--- src/rtl/mips_cpu_bus_lsu.sv ---
// ---------------------------------------------------------------------------
// mips_cpu_bus_lsu
//
// Load/store unit sitting between the MIPS datapath and an Avalon-style
// memory bus. Each accepted request becomes exactly one word-aligned bus
// transaction. Misaligned or undefined operations finish immediately with
// addr_error and never touch the bus. Byte order is little-endian: bus lane i
// carries the byte at bus_address+i on data[8i+7:8i].
//
// Ports
//   clk             system clock, all state updates on the rising edge
//   reset           asynchronous active-high reset
//   start           request strobe, only looked at while idle
//   op              0=LB 1=LBU 2=LH 3=LHU 4=LW 5=LWL 6=LWR 8=SB 9=SH 10=SW
//   address         byte address of the access
//   store_data      rt value for stores
//   reg_old         current rt value, merge source for LWL/LWR
//   busy            high from accepted start through the done cycle
//   done            one-cycle completion pulse
//   load_result     final rt value for loads, held until the next load
//   addr_error      high together with done for misaligned/invalid ops
//   bus_address     word-aligned bus address
//   bus_read        bus read strobe
//   bus_write       bus write strobe
//   bus_byteenable  active byte lanes
//   bus_writedata   store data replicated onto the lanes
//   bus_waitrequest slave stall
//   bus_readdata    read data, valid the cycle after the read is accepted
// ---------------------------------------------------------------------------
module mips_cpu_bus_lsu (
    input  logic        clk,
    input  logic        reset,
    input  logic        start,
    input  logic [3:0]  op,
    input  logic [31:0] address,
    input  logic [31:0] store_data,
    input  logic [31:0] reg_old,
    output logic        busy,
    output logic        done,
    output logic [31:0] load_result,
    output logic        addr_error,
    output logic [31:0] bus_address,
    output logic        bus_read,
    output logic        bus_write,
    output logic [3:0]  bus_byteenable,
    output logic [31:0] bus_writedata,
    input  logic        bus_waitrequest,
    input  logic [31:0] bus_readdata
);

    localparam logic [3:0] OP_LB  = 4'd0;
    localparam logic [3:0] OP_LBU = 4'd1;
    localparam logic [3:0] OP_LH  = 4'd2;
    localparam logic [3:0] OP_LHU = 4'd3;
    localparam logic [3:0] OP_LW  = 4'd4;
    localparam logic [3:0] OP_LWL = 4'd5;
    localparam logic [3:0] OP_LWR = 4'd6;
    localparam logic [3:0] OP_SB  = 4'd8;
    localparam logic [3:0] OP_SH  = 4'd9;
    localparam logic [3:0] OP_SW  = 4'd10;

    typedef enum logic [1:0] {
        S_IDLE = 2'd0,
        S_REQ  = 2'd1,
        S_DATA = 2'd2,
        S_DONE = 2'd3
    } state_t;

    // -----------------------------------------------------------------------
    // Decode helpers
    // -----------------------------------------------------------------------
    function automatic logic f_op_valid(input logic [3:0] o);
        case (o)
            OP_LB, OP_LBU, OP_LH, OP_LHU, OP_LW, OP_LWL, OP_LWR,
            OP_SB, OP_SH, OP_SW: f_op_valid = 1'b1;
            default:             f_op_valid = 1'b0;
        endcase
    endfunction

    function automatic logic f_misaligned(input logic [3:0] o, input logic [1:0] k);
        case (o)
            OP_LH, OP_LHU, OP_SH: f_misaligned = k[0];
            OP_LW, OP_SW:         f_misaligned = (k != 2'd0);
            default:              f_misaligned = 1'b0;
        endcase
    endfunction

    function automatic logic [3:0] f_byteenable(input logic [3:0] o, input logic [1:0] k);
        case (o)
            OP_LB, OP_LBU, OP_SB: f_byteenable = 4'b0001 << k;
            OP_LH, OP_LHU, OP_SH: f_byteenable = k[1] ? 4'b1100 : 4'b0011;
            OP_LW, OP_SW:         f_byteenable = 4'b1111;
            // LWL pulls the bytes from the word start up to the addressed byte
            OP_LWL: begin
                case (k)
                    2'd0:    f_byteenable = 4'b0001;
                    2'd1:    f_byteenable = 4'b0011;
                    2'd2:    f_byteenable = 4'b0111;
                    default: f_byteenable = 4'b1111;
                endcase
            end
            // LWR pulls the bytes from the addressed byte up to the word end
            OP_LWR:  f_byteenable = 4'b1111 << k;
            default: f_byteenable = 4'b0000;
        endcase
    endfunction

    function automatic logic [31:0] f_writedata(input logic [3:0] o, input logic [31:0] d);
        case (o)
            OP_SB:   f_writedata = {4{d[7:0]}};
            OP_SH:   f_writedata = {2{d[15:0]}};
            default: f_writedata = d;
        endcase
    endfunction

    function automatic logic [31:0] f_load(input logic [3:0] o, input logic [1:0] k,
                                           input logic [31:0] w, input logic [31:0] ro);
        logic [31:0] sh;
        // Bring the addressed byte down to lane 0 for the narrow loads
        sh = w >> {k, 3'b000};
        case (o)
            OP_LB:  f_load = {{24{sh[7]}}, sh[7:0]};
            OP_LBU: f_load = {24'd0, sh[7:0]};
            OP_LH:  f_load = {{16{sh[15]}}, sh[15:0]};
            OP_LHU: f_load = {16'd0, sh[15:0]};
            OP_LWL: begin
                case (k)
                    2'd0:    f_load = {w[7:0],  ro[23:0]};
                    2'd1:    f_load = {w[15:0], ro[15:0]};
                    2'd2:    f_load = {w[23:0], ro[7:0]};
                    default: f_load = w;
                endcase
            end
            OP_LWR: begin
                case (k)
                    2'd0:    f_load = w;
                    2'd1:    f_load = {ro[31:24], w[31:8]};
                    2'd2:    f_load = {ro[31:16], w[31:16]};
                    default: f_load = {ro[31:8],  w[31:24]};
                endcase
            end
            default: f_load = w;
        endcase
    endfunction

    // -----------------------------------------------------------------------
    // State and registered outputs
    // -----------------------------------------------------------------------
    state_t      r_state,       r_state_next;
    logic [3:0]  r_op,          r_op_next;
    logic [1:0]  r_k,           r_k_next;
    logic [31:0] r_reg_old,     r_reg_old_next;
    logic        r_busy,        r_busy_next;
    logic        r_done,        r_done_next;
    logic        r_addr_error,  r_addr_error_next;
    logic [31:0] r_load_result, r_load_result_next;
    logic [31:0] r_bus_address, r_bus_address_next;
    logic        r_bus_read,    r_bus_read_next;
    logic        r_bus_write,   r_bus_write_next;
    logic [3:0]  r_bus_be,      r_bus_be_next;
    logic [31:0] r_bus_wd,      r_bus_wd_next;

    logic        w_req_bad;
    logic [3:0]  w_req_be;
    logic [31:0] w_req_wd;
    logic [31:0] w_load_value;

    assign w_req_bad    = !f_op_valid(op) || f_misaligned(op, address[1:0]);
    assign w_req_be     = f_byteenable(op, address[1:0]);
    assign w_req_wd     = f_writedata(op, store_data);
    assign w_load_value = f_load(r_op, r_k, bus_readdata, r_reg_old);

    always_ff @(posedge clk or posedge reset) begin
        if (reset) begin
            r_state       <= S_IDLE;
            r_op          <= 4'd0;
            r_k           <= 2'd0;
            r_reg_old     <= 32'd0;
            r_busy        <= 1'b0;
            r_done        <= 1'b0;
            r_addr_error  <= 1'b0;
            r_load_result <= 32'd0;
            r_bus_address <= 32'd0;
            r_bus_read    <= 1'b0;
            r_bus_write   <= 1'b0;
            r_bus_be      <= 4'd0;
            r_bus_wd      <= 32'd0;
        end else begin
            r_state       <= r_state_next;
            r_op          <= r_op_next;
            r_k           <= r_k_next;
            r_reg_old     <= r_reg_old_next;
            r_busy        <= r_busy_next;
            r_done        <= r_done_next;
            r_addr_error  <= r_addr_error_next;
            r_load_result <= r_load_result_next;
            r_bus_address <= r_bus_address_next;
            r_bus_read    <= r_bus_read_next;
            r_bus_write   <= r_bus_write_next;
            r_bus_be      <= r_bus_be_next;
            r_bus_wd      <= r_bus_wd_next;
        end
    end

    always_comb begin
        r_state_next       = r_state;
        r_op_next          = r_op;
        r_k_next           = r_k;
        r_reg_old_next     = r_reg_old;
        r_done_next        = 1'b0;
        r_addr_error_next  = 1'b0;
        r_load_result_next = r_load_result;
        r_bus_address_next = r_bus_address;
        r_bus_read_next    = 1'b0;
        r_bus_write_next   = 1'b0;
        r_bus_be_next      = r_bus_be;
        r_bus_wd_next      = r_bus_wd;

        case (r_state)
            S_IDLE: begin
                if (start) begin
                    r_op_next      = op;
                    r_k_next       = address[1:0];
                    r_reg_old_next = reg_old;
                    if (w_req_bad) begin
                        // Rejected ops complete at once without a bus cycle
                        r_state_next      = S_DONE;
                        r_done_next       = 1'b1;
                        r_addr_error_next = 1'b1;
                    end else begin
                        r_state_next       = S_REQ;
                        r_bus_address_next = {address[31:2], 2'b00};
                        r_bus_be_next      = w_req_be;
                        r_bus_wd_next      = w_req_wd;
                        r_bus_read_next    = !op[3];
                        r_bus_write_next   = op[3];
                    end
                end
            end
            S_REQ: begin
                if (bus_waitrequest) begin
                    r_bus_read_next  = r_bus_read;
                    r_bus_write_next = r_bus_write;
                end else if (r_op[3]) begin
                    r_state_next = S_DONE;
                    r_done_next  = 1'b1;
                end else begin
                    r_state_next = S_DATA;
                end
            end
            S_DATA: begin
                r_load_result_next = w_load_value;
                r_state_next       = S_DONE;
                r_done_next        = 1'b1;
            end
            default: begin
                r_state_next = S_IDLE;
            end
        endcase

        r_busy_next = (r_state_next != S_IDLE);
    end

    assign busy           = r_busy;
    assign done           = r_done;
    assign addr_error     = r_addr_error;
    assign load_result    = r_load_result;
    assign bus_address    = r_bus_address;
    assign bus_read       = r_bus_read;
    assign bus_write      = r_bus_write;
    assign bus_byteenable = r_bus_be;
    assign bus_writedata  = r_bus_wd;

endmodule
--- config.mk ---
export PLATFORM = sky130hd
export DESIGN_NAME = mips_cpu_bus_lsu
export DESIGN_NICKNAME = d
export VERILOG_FILES = /design/src/rtl/mips_cpu_bus_lsu.sv
export SDC_FILE = /design/constraint.sdc
export NUM_CORES = 1
export LEC_CHECK = 0
export ABC_AREA = 0
export CORE_MARGIN = 1.5
export CORE_UTILIZATION = 51
export DETAILED_ROUTE_END_ITERATION = 6
export PLACE_DENSITY_LB_ADDON = 0.12
export RECOVER_POWER = 25
export SYNTH_ARGS = -nofsm -noshare
export SYNTH_HDL_FRONTEND = slang
export SYNTH_SLANG_ARGS = --single-unit
export TNS_END_PERCENT = 10
--- constraint.sdc ---
create_clock -name clk -period 7.4 [get_ports clk]
set_clock_uncertainty 0.2 [all_clocks]
set_input_delay 1.11 -clock clk [delete_from_list [all_inputs] [get_ports clk]]
set_output_delay 1.11 -clock clk [all_outputs]
set_load 0.02 [all_outputs]
==> metrics.cfg <==
[routing]
remaining_drc_errors = 12
vias = 6933
drt_wl_total_um = 21900
firstDrtPassIters = 7
wire_per_inst_um = 18.1
drt_iter0_markers = 468
final_antenna_net_count = 0
vias_per_cell = 5.72

[pwr]
ir_drop_mv = 0.216
intPower_mw = 2.76
sw_frac_of_total = 0.401
power-per-cell-area_nw_per_um2 = 432
p_leak_nw = 4.56
combPwrFrac = 0.486
p_seq_frac = 0.318
switching_power_mw = 1.85
finalPower_mw = 4.60
clkPwrFrac = 0.195

[yosys]
synth_xor_area_frac = 0
async_reset_ff_frac = 1.00
muxShareOfSynthArea = 0.156
ys_seq_area_frac = 0.463
synth_edf_count = 0
synth_cell_type_count = 58
syn_inst = 814
synth_compound_area_frac = 0.170
synthSimpleGateAreaFrac = 0.159
ys.flop_type = dfrtp_1
syn_avg_cell_area_um2 = 9.50
synth_warnings = 0
post_synth_fa_ha_maj_area_fraction = 0
synth_top_family_by_area = compound AO/OA/AOI/OAI gates
ys_ff_latch = 143
syn_area_um2 = 7730

[global_route]
grt_max_degree = 85
grt.overflow.total = 0
grt_pass1_wl_um = 35100
grt_pass1_vias = 6925
antenna_found_initial = 0
track_usage = 0.281

[clocking]
cts_made_buffers = 17
clkTransAtPathRegs_ns = 0.06
root_buffer = clkbuf_16
clkLatencyLatePin_ns = 0.42
clock-sinks = 143
post_cts_buffers = 0
clockBufferDepth = 2
cts_tree = yes
post_cts_resized = 0
cts-hold-fix-buffers = 0
htreeDepth = 4

[cells_and_area]
drive_above_1_share = 0.104
final_cell_area_um2 = 10700
finalNetCount = 1152
final_common_cell = clkdlybuf4s50_1
final_cell_mix = 227 x clkdlybuf4s50_1, 201 x nand2_1, 141 x dfrtp_1
final_util = 0.728
area_delta_synth_final_pct = 37.8
diodes = 0

[sta]
hold_viol_final = 0
setup_viol = 0
finalMaxSlewViolations = 127
rsz0062_at_grt = false
whs_ns = 0.270
setup_tns_ns = 0
period_share = 0.598
tightest_slew_ns = 3.67
fmax_mhz = 226
min_period_ns = 4.43
slew_headroom = -1.46

[setup_path]
timing.rr.end = r_reg_old[22]
required_ns = 7.67
startpoint = reset
r2r_start = r_state[1]
endpoint = bus_address[11]
path_class = input pin to asynchronous set/reset pin
worst-r2r-cell-count = 3
crit_arrival_ns = 4.69
critPathLaunchType = input pin
reg2reg_slack_ns = 4.09
crit_fanout = 84
worst_setup_path_end_kind = asynchronous set/reset pin

[place]
numPortBuffers = 238
finalWeightedCongestion = 0.959
place_hpwl_um = 15400
placed_area_um2 = 10100

[worst_hold_path]
hold_class = flop to flop

[floorplan]
start_util = 0.528
core_region_area_um2 = 14600
rows = 44
die_y_um = 126
ios = 241
dieArea_um2 = 15900
die_w_um = 126

[job]
drv_cap = 2

[status]
violations = DRC, capacitance limit, slew limit
status = finished, violations left

-- final cells by class --
type	count	area [µm²]
multi-input cells	601	3760
fillers	1114	3990
repair buffers	246	2440
inverters	7	27.5
well taps	184	230
clock inverters	12	156
flip-flops and latches	143	3580
clock buffers	20	467
-- flip-flops by register name, summed over array words and instances, names as in the netlist, 2 cells and up --
signal / cells
load_result: 32
bus_byteenable: 4
r_op: 4
r_reg_old: 32
r_k: 2
bus_address: 30
bus_writedata: 32
r_state: 2
-- worst max-delay path, stage by stage --
cell	delay (ns)
dlygate4sd3_1	0.54
clkinvlp_2	2.04
buf_4	0.87
-- per-layer routing --
metal,vias up,GRT usage,part of all wire
met4,0,0.132,0.038
met2,319,0.472,0.49
met5,-,0,0
li1,3267,-,-
met1,3271,0.341,0.39
met3,76,0.0722,0.074
-- stage by stage --
| stage | worst slack (ns) | std cells |
|---|---|---|
| after floorplan | 2.25 | 815 |
| after global placement | 3.09 | 1181 |
| after detailed placement | 3.02 | 1181 |
| after CTS | 3.45 | 1213 |
| after global routing | 2.29 | 1213 |
| final | 2.97 | 1213 |
-- kinds of logic (layout without fill, tap and decap cells) --
group / Yosys count / after routing
AOI/OAI and AO/OA: 208 / 208
buffers and inverters: 71 / 285
DFF: 143 / 143
muxes: 113 / 113
other: 1 / 2
and+or+nand+nor: 278 / 278
-- cell usage after synthesis (all sizes together) (2+ instances only) --
library cell  instances  area [µm²]
dfrtp               143        3580
o22a                  2        17.5
a22oi                 2        15.0
o21a                  2        15.0
or3                   9        56.3
a31oi                 3        18.8
a211oi                9        67.6
buf                  44         304
nand2b                8        57.6
a2bb2oi               3        26.3
a221oi               13         133
a32oi                 5        43.8
and3b                 3        26.3
o21bai                2        15.0
clkbuf               20        75.1
mux2                 46         522
nand3                15        75.1
o22ai                14        87.6
mux2i                66         661
nor2b                 6        37.5
nor2                 24        95.1
inv                   6        22.5
a21oi                37         189
nand2               201         754
o221ai                7        78.8
nor3                  3        31.3
o21ai               101         505
a211o                 2        17.5
-- worst min-delay path by stage --
stage / start / end / slack, ns / cells after the start
after floorplan: r_reg_old[25] / r_reg_old[25] / 0.28 / 1
after global placement: bus_address[18] / bus_address[18] / 0.26 / 2
after detailed placement: bus_address[16] / bus_address[16] / 0.26 / 2
after CTS: bus_address[16] / bus_address[16] / 0.28 / 2
after global routing: load_result[5] / load_result[5] / 0.30 / 2
final: bus_address[5] / bus_address[5] / 0.27 / 2
-- power by group through the flow --
stage          registers [mW]  logic [mW]  clock network [mW]
6_report                 1.47        2.24               0.899
5_1_grt                  1.52        2.42               0.942
4_1_cts                  1.47        2.25               0.911
3_5_place_dp             1.47        2.24                   0
3_3_place_gp             1.46        2.20                   0
2_1_floorplan            1.67        1.18                   0
No activity file was read; power rests on OpenSTA's default activity.
